$ cat config.mk
export PLATFORM = sky130hd
export DESIGN_NAME = load_store_unit_flat
export DESIGN_NICKNAME = d
export VERILOG_FILES = /design/src/rtl/lsu_pkg.sv /design/src/rtl/load_store_unit_if.sv /design/src/rtl/lsu_align.sv /design/src/rtl/load_store_unit.sv /design/src/flat_wrapper.sv
export SDC_FILE = /design/constraint.sdc
export NUM_CORES = 1
export LEC_CHECK = 0
export CAP_MARGIN = 20
export CORE_ASPECT_RATIO = 1.4
export CORE_MARGIN = 2
export CORE_UTILIZATION = 46
export DETAILED_ROUTE_END_ITERATION = 8
export PLACE_DENSITY_LB_ADDON = 0.05
export SLEW_MARGIN = 20
export SYNTH_ARGS = -nofsm -noshare
export SYNTH_HDL_FRONTEND = slang
export SYNTH_SLANG_ARGS = --single-unit
$ cat constraint.sdc
create_clock -name clk -period 4.7 [get_ports clk]
set_input_delay 0.94 -clock clk [delete_from_list [all_inputs] [get_ports clk]]
set_output_delay 0.94 -clock clk [all_outputs]
set_load 0.02 [all_outputs]
$ cat src/rtl/lsu_pkg.sv
// lsu_pkg: funct3 codes, FSM states and access-size helper shared by the load/store unit
package lsu_pkg;
  typedef enum logic [2:0] {
    F3_LB  = 3'b000,
    F3_LH  = 3'b001,
    F3_LW  = 3'b010,
    F3_LD  = 3'b011,
    F3_LBU = 3'b100,
    F3_LHU = 3'b101,
    F3_LWU = 3'b110
  } f3_load_t;
  typedef enum logic [2:0] {
    F3_SB = 3'b000,
    F3_SH = 3'b001,
    F3_SW = 3'b010,
    F3_SD = 3'b011
  } f3_store_t;
  typedef enum logic [2:0] {IDLE, REQ0, WAIT0, REQ1, WAIT1, RESP} state_t;
  function automatic logic [3:0] size_bytes(input logic [2:0] funct3);
    return 4'd1 << funct3[1:0];
  endfunction
endpackage

$ cat src/rtl/load_store_unit_if.sv
// load_store_unit_if: valid/ready data-memory bus
// master (unit): drives mem_req_valid/mem_we/mem_addr/mem_wdata/mem_wmask, receives ready and response
// slave (memory): the reverse
interface load_store_unit_if #(parameter int XLEN = 32, parameter int ADDR_W = 32);
  logic              mem_req_valid;
  logic              mem_req_ready;
  logic              mem_we;
  logic [ADDR_W-1:0] mem_addr;
  logic [XLEN-1:0]   mem_wdata;
  logic [XLEN/8-1:0] mem_wmask;
  logic              mem_rsp_valid;
  logic [XLEN-1:0]   mem_rdata;
  logic              mem_rsp_err;
  modport master (output mem_req_valid, mem_we, mem_addr, mem_wdata, mem_wmask,
                  input mem_req_ready, mem_rsp_valid, mem_rdata, mem_rsp_err);
  modport slave (input mem_req_valid, mem_we, mem_addr, mem_wdata, mem_wmask,
                 output mem_req_ready, mem_rsp_valid, mem_rdata, mem_rsp_err);
endinterface

$ cat src/rtl/lsu_align.sv
// lsu_align: lane masks, lane-shifted store data and load extraction/extension for up to two beats
// in: off (byte offset in bus word), funct3, wdata, beat0/beat1 (captured read data)
// out: mask0/mask1, wdata0/wdata1 per beat, load_data (extended result)
module lsu_align import lsu_pkg::*; #(parameter int XLEN = 32) (
  input  logic [$clog2(XLEN/8)-1:0] off,
  input  logic [2:0]                funct3,
  input  logic [XLEN-1:0]           wdata,
  input  logic [XLEN-1:0]           beat0,
  input  logic [XLEN-1:0]           beat1,
  output logic [XLEN/8-1:0]         mask0,
  output logic [XLEN/8-1:0]         mask1,
  output logic [XLEN-1:0]           wdata0,
  output logic [XLEN-1:0]           wdata1,
  output logic [XLEN-1:0]           load_data
);
  localparam int B = XLEN / 8;
  logic [3:0]      size;
  logic [XLEN-1:0] raw, keep;
  logic            sign;
  assign size = size_bytes(funct3);
  // both beats are views of one double-width window; the upper half is the second beat
  assign {mask1, mask0} = (((2 * B)'(1) << size) - (2 * B)'(1)) << off;
  assign {wdata1, wdata0} = {{XLEN{1'b0}}, wdata} << {off, 3'b000};
  assign raw = XLEN'({beat1, beat0} >> {off, 3'b000});
  assign keep = ~({XLEN{1'b1}} << {size, 3'b000});
  // top kept bit is where keep has a 1 and keep>>1 has a 0
  assign sign = ~funct3[2] & |(raw & keep & ~(keep >> 1));
  assign load_data = (raw & keep) | ({XLEN{sign}} & ~keep);
endmodule

$ cat src/rtl/load_store_unit.sv
// load_store_unit: multi-cycle load/store unit between execute stage and a valid/ready memory bus
// req_*: request from execute (held until req_ready); resp_*: one-cycle completion with data/error
// mem: bus master port; boundary-crossing accesses take two beats when MISALIGN_SPLIT=1
module load_store_unit import lsu_pkg::*; #(
  parameter int XLEN           = 32,
  parameter int ADDR_W         = 32,
  parameter int MISALIGN_SPLIT = 1
) (
  input  logic              clk,
  input  logic              rst_n,
  input  logic              req_valid,
  output logic              req_ready,
  input  logic              req_store,
  input  logic [2:0]        req_funct3,
  input  logic [ADDR_W-1:0] req_addr,
  input  logic [XLEN-1:0]   req_wdata,
  output logic              resp_valid,
  output logic [XLEN-1:0]   resp_data,
  output logic              resp_err,
  load_store_unit_if.master mem
);
  localparam int B     = XLEN / 8;
  localparam int OFF_W = $clog2(B);
  state_t            state, state_nx;
  logic              r_store, r_cross, r_err;
  logic [2:0]        r_f3;
  logic [ADDR_W-1:0] r_addr, base;
  logic [XLEN-1:0]   r_wdata, beat0, beat1, wdata0, wdata1, load_data;
  logic [B-1:0]      mask0, mask1;
  logic              cross_in, illegal_in, reject_in, hi;
  assign cross_in = (5'(req_addr[OFF_W-1:0]) + 5'(size_bytes(req_funct3))) > 5'(B);
  assign illegal_in = req_funct3 == 3'b111 ||
                      (XLEN == 32 && (req_funct3 == F3_LD || req_funct3 == F3_LWU));
  assign reject_in = illegal_in || (cross_in && MISALIGN_SPLIT == 0);
  always_ff @(posedge clk or negedge rst_n)
    if (!rst_n) state <= IDLE;
    else state <= state_nx;
  always_comb begin
    state_nx = state;
    case (state)
      IDLE:    if (req_valid) state_nx = reject_in ? RESP : REQ0;
      REQ0:    if (mem.mem_req_ready) state_nx = WAIT0;
      WAIT0:   if (mem.mem_rsp_valid) state_nx = (mem.mem_rsp_err || !r_cross) ? RESP : REQ1;
      REQ1:    if (mem.mem_req_ready) state_nx = WAIT1;
      WAIT1:   if (mem.mem_rsp_valid) state_nx = RESP;
      default: state_nx = IDLE;
    endcase
  end
  always_ff @(posedge clk or negedge rst_n)
    if (!rst_n) begin
      r_store <= 1'b0;
      r_cross <= 1'b0;
      r_err   <= 1'b0;
      r_f3    <= '0;
      r_addr  <= '0;
      r_wdata <= '0;
      beat0   <= '0;
      beat1   <= '0;
    end else begin
      if (state == IDLE && req_valid) begin
        r_store <= req_store;
        r_cross <= cross_in;
        r_err   <= reject_in;
        r_f3    <= req_funct3;
        r_addr  <= req_addr;
        r_wdata <= req_wdata;
        beat0   <= '0;
        beat1   <= '0;
      end
      if (state == WAIT0 && mem.mem_rsp_valid) begin
        beat0 <= mem.mem_rdata;
        r_err <= mem.mem_rsp_err;
      end
      if (state == WAIT1 && mem.mem_rsp_valid) begin
        beat1 <= mem.mem_rdata;
        r_err <= mem.mem_rsp_err;
      end
    end
  lsu_align #(.XLEN(XLEN)) u_align (
    .off       (r_addr[OFF_W-1:0]),
    .funct3    (r_f3),
    .wdata     (r_wdata),
    .beat0     (beat0),
    .beat1     (beat1),
    .mask0     (mask0),
    .mask1     (mask1),
    .wdata0    (wdata0),
    .wdata1    (wdata1),
    .load_data (load_data)
  );
  assign hi = state == REQ1;
  assign base = {r_addr[ADDR_W-1:OFF_W], OFF_W'(0)};
  assign mem.mem_req_valid = state == REQ0 || state == REQ1;
  assign mem.mem_we = mem.mem_req_valid & r_store;
  assign mem.mem_addr = mem.mem_req_valid ? base + (hi ? ADDR_W'(B) : '0) : '0;
  assign mem.mem_wmask = mem.mem_req_valid ? (hi ? mask1 : mask0) : '0;
  assign mem.mem_wdata = mem.mem_req_valid ? (hi ? wdata1 : wdata0) : '0;
  assign req_ready = state == IDLE;
  assign resp_valid = state == RESP;
  assign resp_err = resp_valid & r_err;
  assign resp_data = (resp_valid && !r_err && !r_store) ? load_data : '0;
endmodule

$ cat src/flat_wrapper.sv
// flat-port wrapper written by rule: the top's interface ports become plain ports
module load_store_unit_flat import lsu_pkg::*;
#(
  parameter int XLEN           = 32,
  parameter int ADDR_W         = 32,
  parameter int MISALIGN_SPLIT = 1
)
  (clk, rst_n, req_valid, req_ready, req_store, req_funct3, req_addr, req_wdata, resp_valid, resp_data, resp_err, mem_mem_req_valid, mem_mem_we, mem_mem_addr, mem_mem_wdata, mem_mem_wmask, mem_mem_req_ready, mem_mem_rsp_valid, mem_mem_rdata, mem_mem_rsp_err);
  load_store_unit_if #(.XLEN(XLEN), .ADDR_W(ADDR_W)) mem_i ();
  input  logic clk;
  input  logic rst_n;
  input  logic req_valid;
  output logic req_ready;
  input  logic req_store;
  input  logic [2:0] req_funct3;
  input  logic [ADDR_W-1:0] req_addr;
  input  logic [XLEN-1:0] req_wdata;
  output logic resp_valid;
  output logic [XLEN-1:0] resp_data;
  output logic resp_err;
  output wire logic [$bits(mem_i.mem_req_valid)-1:0] mem_mem_req_valid;
  output wire logic [$bits(mem_i.mem_we)-1:0] mem_mem_we;
  output wire logic [$bits(mem_i.mem_addr)-1:0] mem_mem_addr;
  output wire logic [$bits(mem_i.mem_wdata)-1:0] mem_mem_wdata;
  output wire logic [$bits(mem_i.mem_wmask)-1:0] mem_mem_wmask;
  input wire logic [$bits(mem_i.mem_req_ready)-1:0] mem_mem_req_ready;
  input wire logic [$bits(mem_i.mem_rsp_valid)-1:0] mem_mem_rsp_valid;
  input wire logic [$bits(mem_i.mem_rdata)-1:0] mem_mem_rdata;
  input wire logic [$bits(mem_i.mem_rsp_err)-1:0] mem_mem_rsp_err;
  assign mem_mem_req_valid = mem_i.mem_req_valid;
  assign mem_mem_we = mem_i.mem_we;
  assign mem_mem_addr = mem_i.mem_addr;
  assign mem_mem_wdata = mem_i.mem_wdata;
  assign mem_mem_wmask = mem_i.mem_wmask;
  assign mem_i.mem_req_ready = mem_mem_req_ready;
  assign mem_i.mem_rsp_valid = mem_mem_rsp_valid;
  assign mem_i.mem_rdata = mem_mem_rdata;
  assign mem_i.mem_rsp_err = mem_mem_rsp_err;
  load_store_unit #(.XLEN(XLEN), .ADDR_W(ADDR_W), .MISALIGN_SPLIT(MISALIGN_SPLIT)) u_core (.clk(clk), .rst_n(rst_n), .req_valid(req_valid), .req_ready(req_ready), .req_store(req_store), .req_funct3(req_funct3), .req_addr(req_addr), .req_wdata(req_wdata), .resp_valid(resp_valid), .resp_data(resp_data), .resp_err(resp_err), .mem(mem_i));
endmodule
==> implementation parameters, run 1 <==
Parameter                              Value

Logic synthesis
  Yosys Warn Count    0
  Summed instance area of the synthesized netlist    0.00803 mm2
  Flip-flop and latch count after synthesis    129
  Sequential cell area fraction in the yosys report    0.402
  Top cell type by total area after synthesis    dfrtp_1
  Cell count after synthesis    835
  Synth Area per Inst    9.61 um2
  Most used flip-flop cell after synthesis    dfrtp_1
  Number of flops mapped to enable cells by yosys    0
  Post-synth ARST share    1.00
  Synth cell types    51
  Top-area cell type share of the netlist area    0.402
  Leading post-synthesis cells by cell area    dfrtp_1, mux2_2, mux4_2

Placement
  Final GP Congestion    0.855
  Half-perimeter wire length after detailed placement    15.4 mm
  Number of port buffers    208

Worst setup path
  List of cells traversed by the critical path    nand2b_2, inv_1, and2_1, ha_1, ha_1, nand4_1, or3_4, or4_1, a21oi_1, clkdlybuf4s50_1
  CP Launch Type    register
  Family of cells with the greatest summed delay on the critical path    simple AND/OR/NAND/NOR gates
  Data required time at the worst endpoint    3.76 ns
  Signal arrival time at the worst endpoint    3.55 ns
  Most frequent cell on the critical path    ha_1
  Class of the most critical setup path    reg -> out
  Largest fanout on the critical path    9
  Sum of buffers and inverters on the critical path    2
  Maximum single-stage delay on the critical path    0.62 ns
  Slowest stage cell, crit path    clkdlybuf4s50_1
  Crit end category    output port

GRT
  Total routing usage reported by global routing    0.250
  Initial antenna violation count    0
  Overflow after GRT    0
  Number of global-route vias before repair    6,775
  Maximum number of pins on one net before global-route repair    104
  First-pass GRT wire length    36.1 mm

Power and ir drop
  Worst IR Drop VDD    0.000455 V
  Leakage power figure    4.28 nW
  Pwr/cell area    678 mW/mm2

Timing
  Number of failing hold endpoints at the final stage    0
  Final Critical Period    4.49 ns
  Setup repair after global routing missed its margin    false
  Pins Over Slew Limit    0
  Final clock period utilization by the worst path    0.955
  Measured slew at the worst slew-check pin    0.955 ns
  Clock tree skew after final layout    0.00747 ns
  Final setup vio count    0
  Final-layout worst hold slack    0.514 ns
  Setup TNS    0 ns
  Maximum operating frequency    223 MHz
  Max-Slew Margin vs Limit    0.363

Clocking
  Number of H-tree levels    4
  Cell at the root of the clock tree    clkbuf_16
  Quantity of hold-fixing buffers added after cts    0
  Number of sinks driven by the clock tree    129
  Clock latency on the worst-skew pair    0.43 ns
  Clock-pin slew reported for the worst setup and hold paths after clock tree synthesis    0.06 ns
  Clock tree from TritonCTS    built
  Inserted Clock Buffers    17
  Buffer levels on the longest clock path    2

Drt
  Initial drt markers    422
  1st-pass router iterations    5
  ANT nets after route    0
  Via Count    6,979
  Wirelength, routed    22.8 mm
  Wirelength per Cell    18.1 um
  Remaining design rule violation count    0
  Via density per instance    5.57

Floorplanning
  Std-Cell Rows    57
  Total die area    0.0185 mm2
  Io pins    211
  Horizontal extent of the die    116 um
  Total core area    0.0173 mm2
  Vertical die dimension    160 um
  Starting density of the core    0.465

Final layout
  Share of final-layout standard cells stronger than drive strength 1    0.173
  Area of all sequential standard cells    0.00324 mm2
  Antenna diode count    0
  Count of fill cells added during filler insertion    1,494
  Total area of multi-input combinational cells    0.00444 mm2
  Core occupancy in the finished layout    0.633
  Area growth syn-to-layout    36.1%
  Final #Nets    1,116
  Most common cell after layout, fill and taps aside    clkdlybuf4s50_1
  Commonest non-fill, non-tap cells in the layout    clkdlybuf4s50_1, nand2_1, dfrtp_1, o21ai_0, mux2_2

Run
  Max_cap viols    0

Outcome
  Result of the run    finished clean

Worst hold path
  Worst min path class    reg -> reg
## kinds of logic (layout without fill, tap and decap cells)
group           count (synthesis)  count (layout)  share of synthesized area
compound gates                177             177                      0.136
xor+xnor                       10              10                     0.0109
fa+ha+maj                       5               5                    0.00873
buf+inv                       103             285                     0.0510
flops                         129             129                      0.402
mux                           137             137                      0.233
other cells                     1               2                   0.000467
simple gates                  273             273                      0.157
## worst register-to-register path, stage by stage (launching register included)
cell	delay, ns
dfrtp_1	0.35
buf_4	0.35
nor3_1	0.16
nand2_4	0.47
buf_4	0.49
mux2_2	0.41
## power by group
group          switching [mW]  internal (mW)
clock network           0.502          0.934
registers               0.658           1.64
logic                    1.83           1.83
total                    2.99           4.41
## cell usage after synthesis (2+ instances only)
| cell type | n |
|---|---|
| buf_1 | 6 |
| a31oi_1 | 2 |
| nor2b_1 | 10 |
| or4_1 | 6 |
| xor2_1 | 3 |
| nor2_1 | 36 |
| o211ai_1 | 2 |
| and2_1 | 7 |
| inv_1 | 29 |
| nor4_1 | 5 |
| o31ai_1 | 5 |
| a221oi_1 | 2 |
| or3_2 | 2 |
| a211oi_1 | 5 |
| a22o_1 | 8 |
| o32ai_1 | 9 |
| nand2b_1 | 10 |
| a22oi_1 | 4 |
| dfrtp_1 | 129 |
| mux2_2 | 80 |
| clkbuf_1 | 56 |
| buf_2 | 9 |
| nand4_1 | 5 |
| o21a_1 | 10 |
| o21ai_0 | 87 |
| nand3_1 | 19 |
| a21oi_1 | 26 |
| nand3b_1 | 3 |
| buf_4 | 3 |
| a41o_1 | 2 |
| mux4_2 | 32 |
| a311oi_1 | 2 |
| or4_4 | 2 |
| ha_1 | 4 |
| or3_1 | 9 |
| nand2_1 | 144 |
| o311ai_0 | 2 |
| o41ai_1 | 9 |
| mux2i_1 | 25 |
| xnor2_1 | 7 |
| nor3_1 | 9 |
## routing by layer
layer	routed length (um)	GRT usage	vias to the layer above
li1	-	-	3333
met1	9630	0.328	3415
met2	11600	0.414	205
met3	1040	0.0429	26
met4	480	0.0893	0
met5	0	0	-
## timing repair
action / 4_1_cts / 5_1_grt
resized for setup: 0 / 3
hold endpoints to repair: 0 / 0
setup endpoints to repair: 0 / 7
setup buffers: 0 / 0
## per-stage QoR
step                total power [mW]  instances  area, um2  setup slack (ns)
floorplan                       4.69        836       8030             0.759
global placement                5.91       1222      10300             0.599
detailed placement              5.97       1222      10300             0.581
CTS                             7.44       1254      10900             0.113
global route                    7.90       1254      10900           0.00612
finish                          7.40       1254      10900             0.209
## path summary, 6_finish.rpt
kind / start / end / slack [ns] / cells past startpoint
min reg2reg: u_core.r_cross / u_core.r_cross / 0.51 / 2
max in group asynchronous: rst_n / u_core.r_store / 3.12 / 2
max: u_core.state[2] / mem_mem_addr[30] / 0.21 / 10
min in group asynchronous: rst_n / u_core.beat1[1] / 0.61 / 1
max reg2reg: u_core.state[1] / u_core.r_wdata[1] / 2.36 / 5
min: u_core.r_cross / u_core.r_cross / 0.51 / 2
## flip-flops by register name (all words and copies together) (netlist names)
register and flops:
u_core.beat0 32, u_core.state 3, u_core.r_err 1, u_core.r_addr 32, u_core.r_cross 1, u_core.beat1 24
u_core.r_f3 3, u_core.r_wdata 32, u_core.r_store 1
## layout make-up
type	count	area share
timing repair buffer	224	0.202
sequential	129	0.296
multi-input combinational	604	0.406
tap	236	0.0270
clock inverter	11	0.0160
inverter	29	0.00996
clock buffer	21	0.0431
Power figures use the tool's default switching activity.
==> run 2, diff against run 1 <==
--- a/config.mk
+++ b/config.mk
@@ -8,7 +8,7 @@
 export CAP_MARGIN = 20
 export CORE_ASPECT_RATIO = 1.4
 export CORE_MARGIN = 2
-export CORE_UTILIZATION = 46
+export CORE_UTILIZATION = 45
 export DETAILED_ROUTE_END_ITERATION = 8
 export PLACE_DENSITY_LB_ADDON = 0.05
 export SLEW_MARGIN = 20
==> constraint.sdc (replaced) <==
create_clock -name clk -period 3.91 [get_ports clk]
set_input_delay 0.782 -clock clk [delete_from_list [all_inputs] [get_ports clk]]
set_output_delay 0.782 -clock clk [all_outputs]
set_load 0.02 [all_outputs]
==> run 2 against run 1 <==
Net effect: global-route usage fell by 0.064 points; cell area rose by 0.32%; combinational power increased by 25%; largest cell class unchanged.
==> implementation parameters, run 2 (synthesis gave the netlist of run 1 again) <==
Parameter                              Value

Outcome
  Result of the run    finished clean

Floorplanning
  Total die area    0.0189 mm2
  Horizontal extent of the die    117 um
  Std-Cell Rows    57
  Total core area    0.0174 mm2
  Vertical die dimension    162 um
  Starting density of the core    0.461
  Io pins    211

Drt
  Wirelength, routed    23.2 mm
  Via Count    7,075
  Initial drt markers    605
  Wirelength per Cell    18.3 um
  Remaining design rule violation count    0
  Via density per instance    5.59
  1st-pass router iterations    5
  ANT nets after route    0

Timing
  Measured slew at the worst slew-check pin    0.748 ns
  Pins Over Slew Limit    0
  Setup repair after global routing missed its margin    false
  Maximum operating frequency    262 MHz
  Final Critical Period    3.82 ns
  Final setup vio count    0
  Setup TNS    0 ns
  Final clock period utilization by the worst path    0.976
  Clock tree skew after final layout    0.00899 ns
  Max-Slew Margin vs Limit    0.501
  Number of failing hold endpoints at the final stage    0

Power and ir drop
  Combinational Power Share    0.523
  P_int    5.16 mW
  Worst IR Drop VDD    0.000488 V
  Clock network fraction of design power    0.172
  Leakage power figure    4.43 nW
  Switching power total    3.59 mW
  Seq pwr share    0.305
  Switching power as a share of total power    0.410
  Pwr/cell area    798 mW/mm2

Clocking
  Number of H-tree levels    4
  Number of sinks driven by the clock tree    129
  Clock-pin slew reported for the worst setup and hold paths after clock tree synthesis    0.06 ns
  Clock latency on the worst-skew pair    0.41 ns
  Clock tree from TritonCTS    built
  Inserted Clock Buffers    17
  Quantity of hold-fixing buffers added after cts    0
  Buffer levels on the longest clock path    2
  Cell at the root of the clock tree    clkbuf_16

Final layout
  Commonest non-fill, non-tap cells in the layout    clkdlybuf4s50_1, nand2_1, dfrtp_1, o21ai_0, mux2_2
  Count of fill cells added during filler insertion    1,543
  Most common cell after layout, fill and taps aside    clkdlybuf4s50_1
  Number of non-filler instances in the completed layout    1,265
  Largest regs    u_core.beat0 x32, u_core.r_addr x32, u_core.r_wdata x32
  Antenna diode count    0
  Area growth syn-to-layout    36.6%
  Final #Nets    1,131
  Share of final-layout standard cells stronger than drive strength 1    0.190
  Core occupancy in the finished layout    0.630

GRT
  Initial antenna violation count    1
  Maximum number of pins on one net before global-route repair    79
  Total routing usage reported by global routing    0.249
  First-pass GRT wire length    36.6 mm
  Overflow after GRT    0
  Number of global-route vias before repair    7,022

Placement
  Number of port buffers    208
  Placed instance count    1,237
  Final GP Congestion    0.846
  Half-perimeter wire length after detailed placement    15.9 mm

Worst setup path
  Signal arrival time at the worst endpoint    3.03 ns
  Count of cells along the worst register-to-register path    6
  Data required time at the worst endpoint    3.13 ns
  Worst Setup SP    u_core.state[0]
  Largest fanout on the critical path    16
  CP Launch Type    register
  Class of the most critical setup path    reg -> out
  Internal reg-to-reg setup slack    1.49 ns
  End point of the critical path    resp_data[31]
  Crit end category    output port
  Endpoint of the most critical register-to-register path    u_core.r_cross
  Worst reg2reg path startpoint    u_core.state[1]

Worst hold path
  Worst min path class    in -> async

Run
  Max_cap viols    0
[run 2: changes by cell type in the layout (fill, tap and decap cells not counted), sizes merged, moves of 2 or more]
cell           previous run  this run
bufinv                    4         2
buf                      17        34
dlygate4sd2               0         7
dlymetal6s2s              0         5
clkbuf                   21        24
clkdlybuf4s50           207       189
inv                      31        29
[run 2: cell type report]
| type | count | area [um2] | area share |
|---|---|---|---|
| well taps | 236 | 295 | 0.0269 |
| multi-input cells | 604 | 4460 | 0.407 |
| clock inverters | 7 | 87.6 | 0.00799 |
| clock buffers | 21 | 460 | 0.0420 |
| inverters | 29 | 109 | 0.00993 |
| repair buffers | 239 | 2310 | 0.211 |
| flip-flops and latches | 129 | 3240 | 0.295 |
[run 2: repair_timing]
| item | in CTS | in global routing |
|---|---|---|
| setup endpoints to repair | 16 | 23 |
| resized for setup | 21 | 20 |
| pin swaps | 0 | 0 |
| hold endpoints to repair | 0 | 0 |
| setup buffers | 0 | 0 |
[run 2: power by group through the flow]
stage | registers [mW] | logic [mW] | clock network, mW
5_1_grt | 2.75 | 5.00 | 1.59
3_3_place_gp | 2.63 | 4.56 | 0
4_1_cts | 2.64 | 4.61 | 1.54
6_report | 2.66 | 4.57 | 1.51
3_5_place_dp | 2.65 | 4.62 | 0
2_1_floorplan | 2.37 | 3.26 | 0
[run 2: worst min-delay path by stage]
stage | startpoint | end | slack [ns] | cells after the start
after floorplan | u_core.state[2] | u_core.state[1] | 0.47 | 1
after global placement | u_core.r_cross | u_core.r_cross | 0.49 | 2
after detailed placement | u_core.r_addr[2] | u_core.r_addr[2] | 0.50 | 1
after CTS | rst_n | u_core.beat0[25] | 0.43 | 1
after global routing | rst_n | u_core.beat1[9] | 0.45 | 1
final | rst_n | u_core.beat0[1] | 0.40 | 1
[run 2: metal layers]
| metal | wire [um] | GRT usage | vias up | part of all wire |
|---|---|---|---|---|
| li1 | - | - | 3362 | - |
| met1 | 9710 | 0.323 | 3463 | 0.42 |
| met2 | 11800 | 0.414 | 214 | 0.51 |
| met3 | 1180 | 0.0474 | 34 | 0.051 |
| met4 | 500 | 0.0898 | 2 | 0.022 |
| met5 | 13 | 0 | - | 0.00056 |
[run 2: per-stage QoR]
| step | setup WS [ns] | power, mW | cell area, um2 | hold slack, ns |
|---|---|---|---|---|
| after global routing | 0.0102 | 9.34 | 11000 | 0.448 |
| after floorplan | 0.127 | 5.63 | 8030 | 0.475 |
| after detailed placement | 0.0652 | 7.28 | 10400 | 0.504 |
| after global placement | 0.113 | 7.19 | 10400 | 0.486 |
| final | 0.0947 | 8.75 | 11000 | 0.398 |
| after CTS | 0.0287 | 8.80 | 10900 | 0.427 |
[run 2: critical path, cell delays in order (launching register included)]
cell	delay (ns)
dfrtp_1	0.36
buf_4	0.18
nand3b_1	0.13
or3_1	0.52
or4_4	0.61
o21ai_0	0.16
clkdlybuf4s50_1	0.65
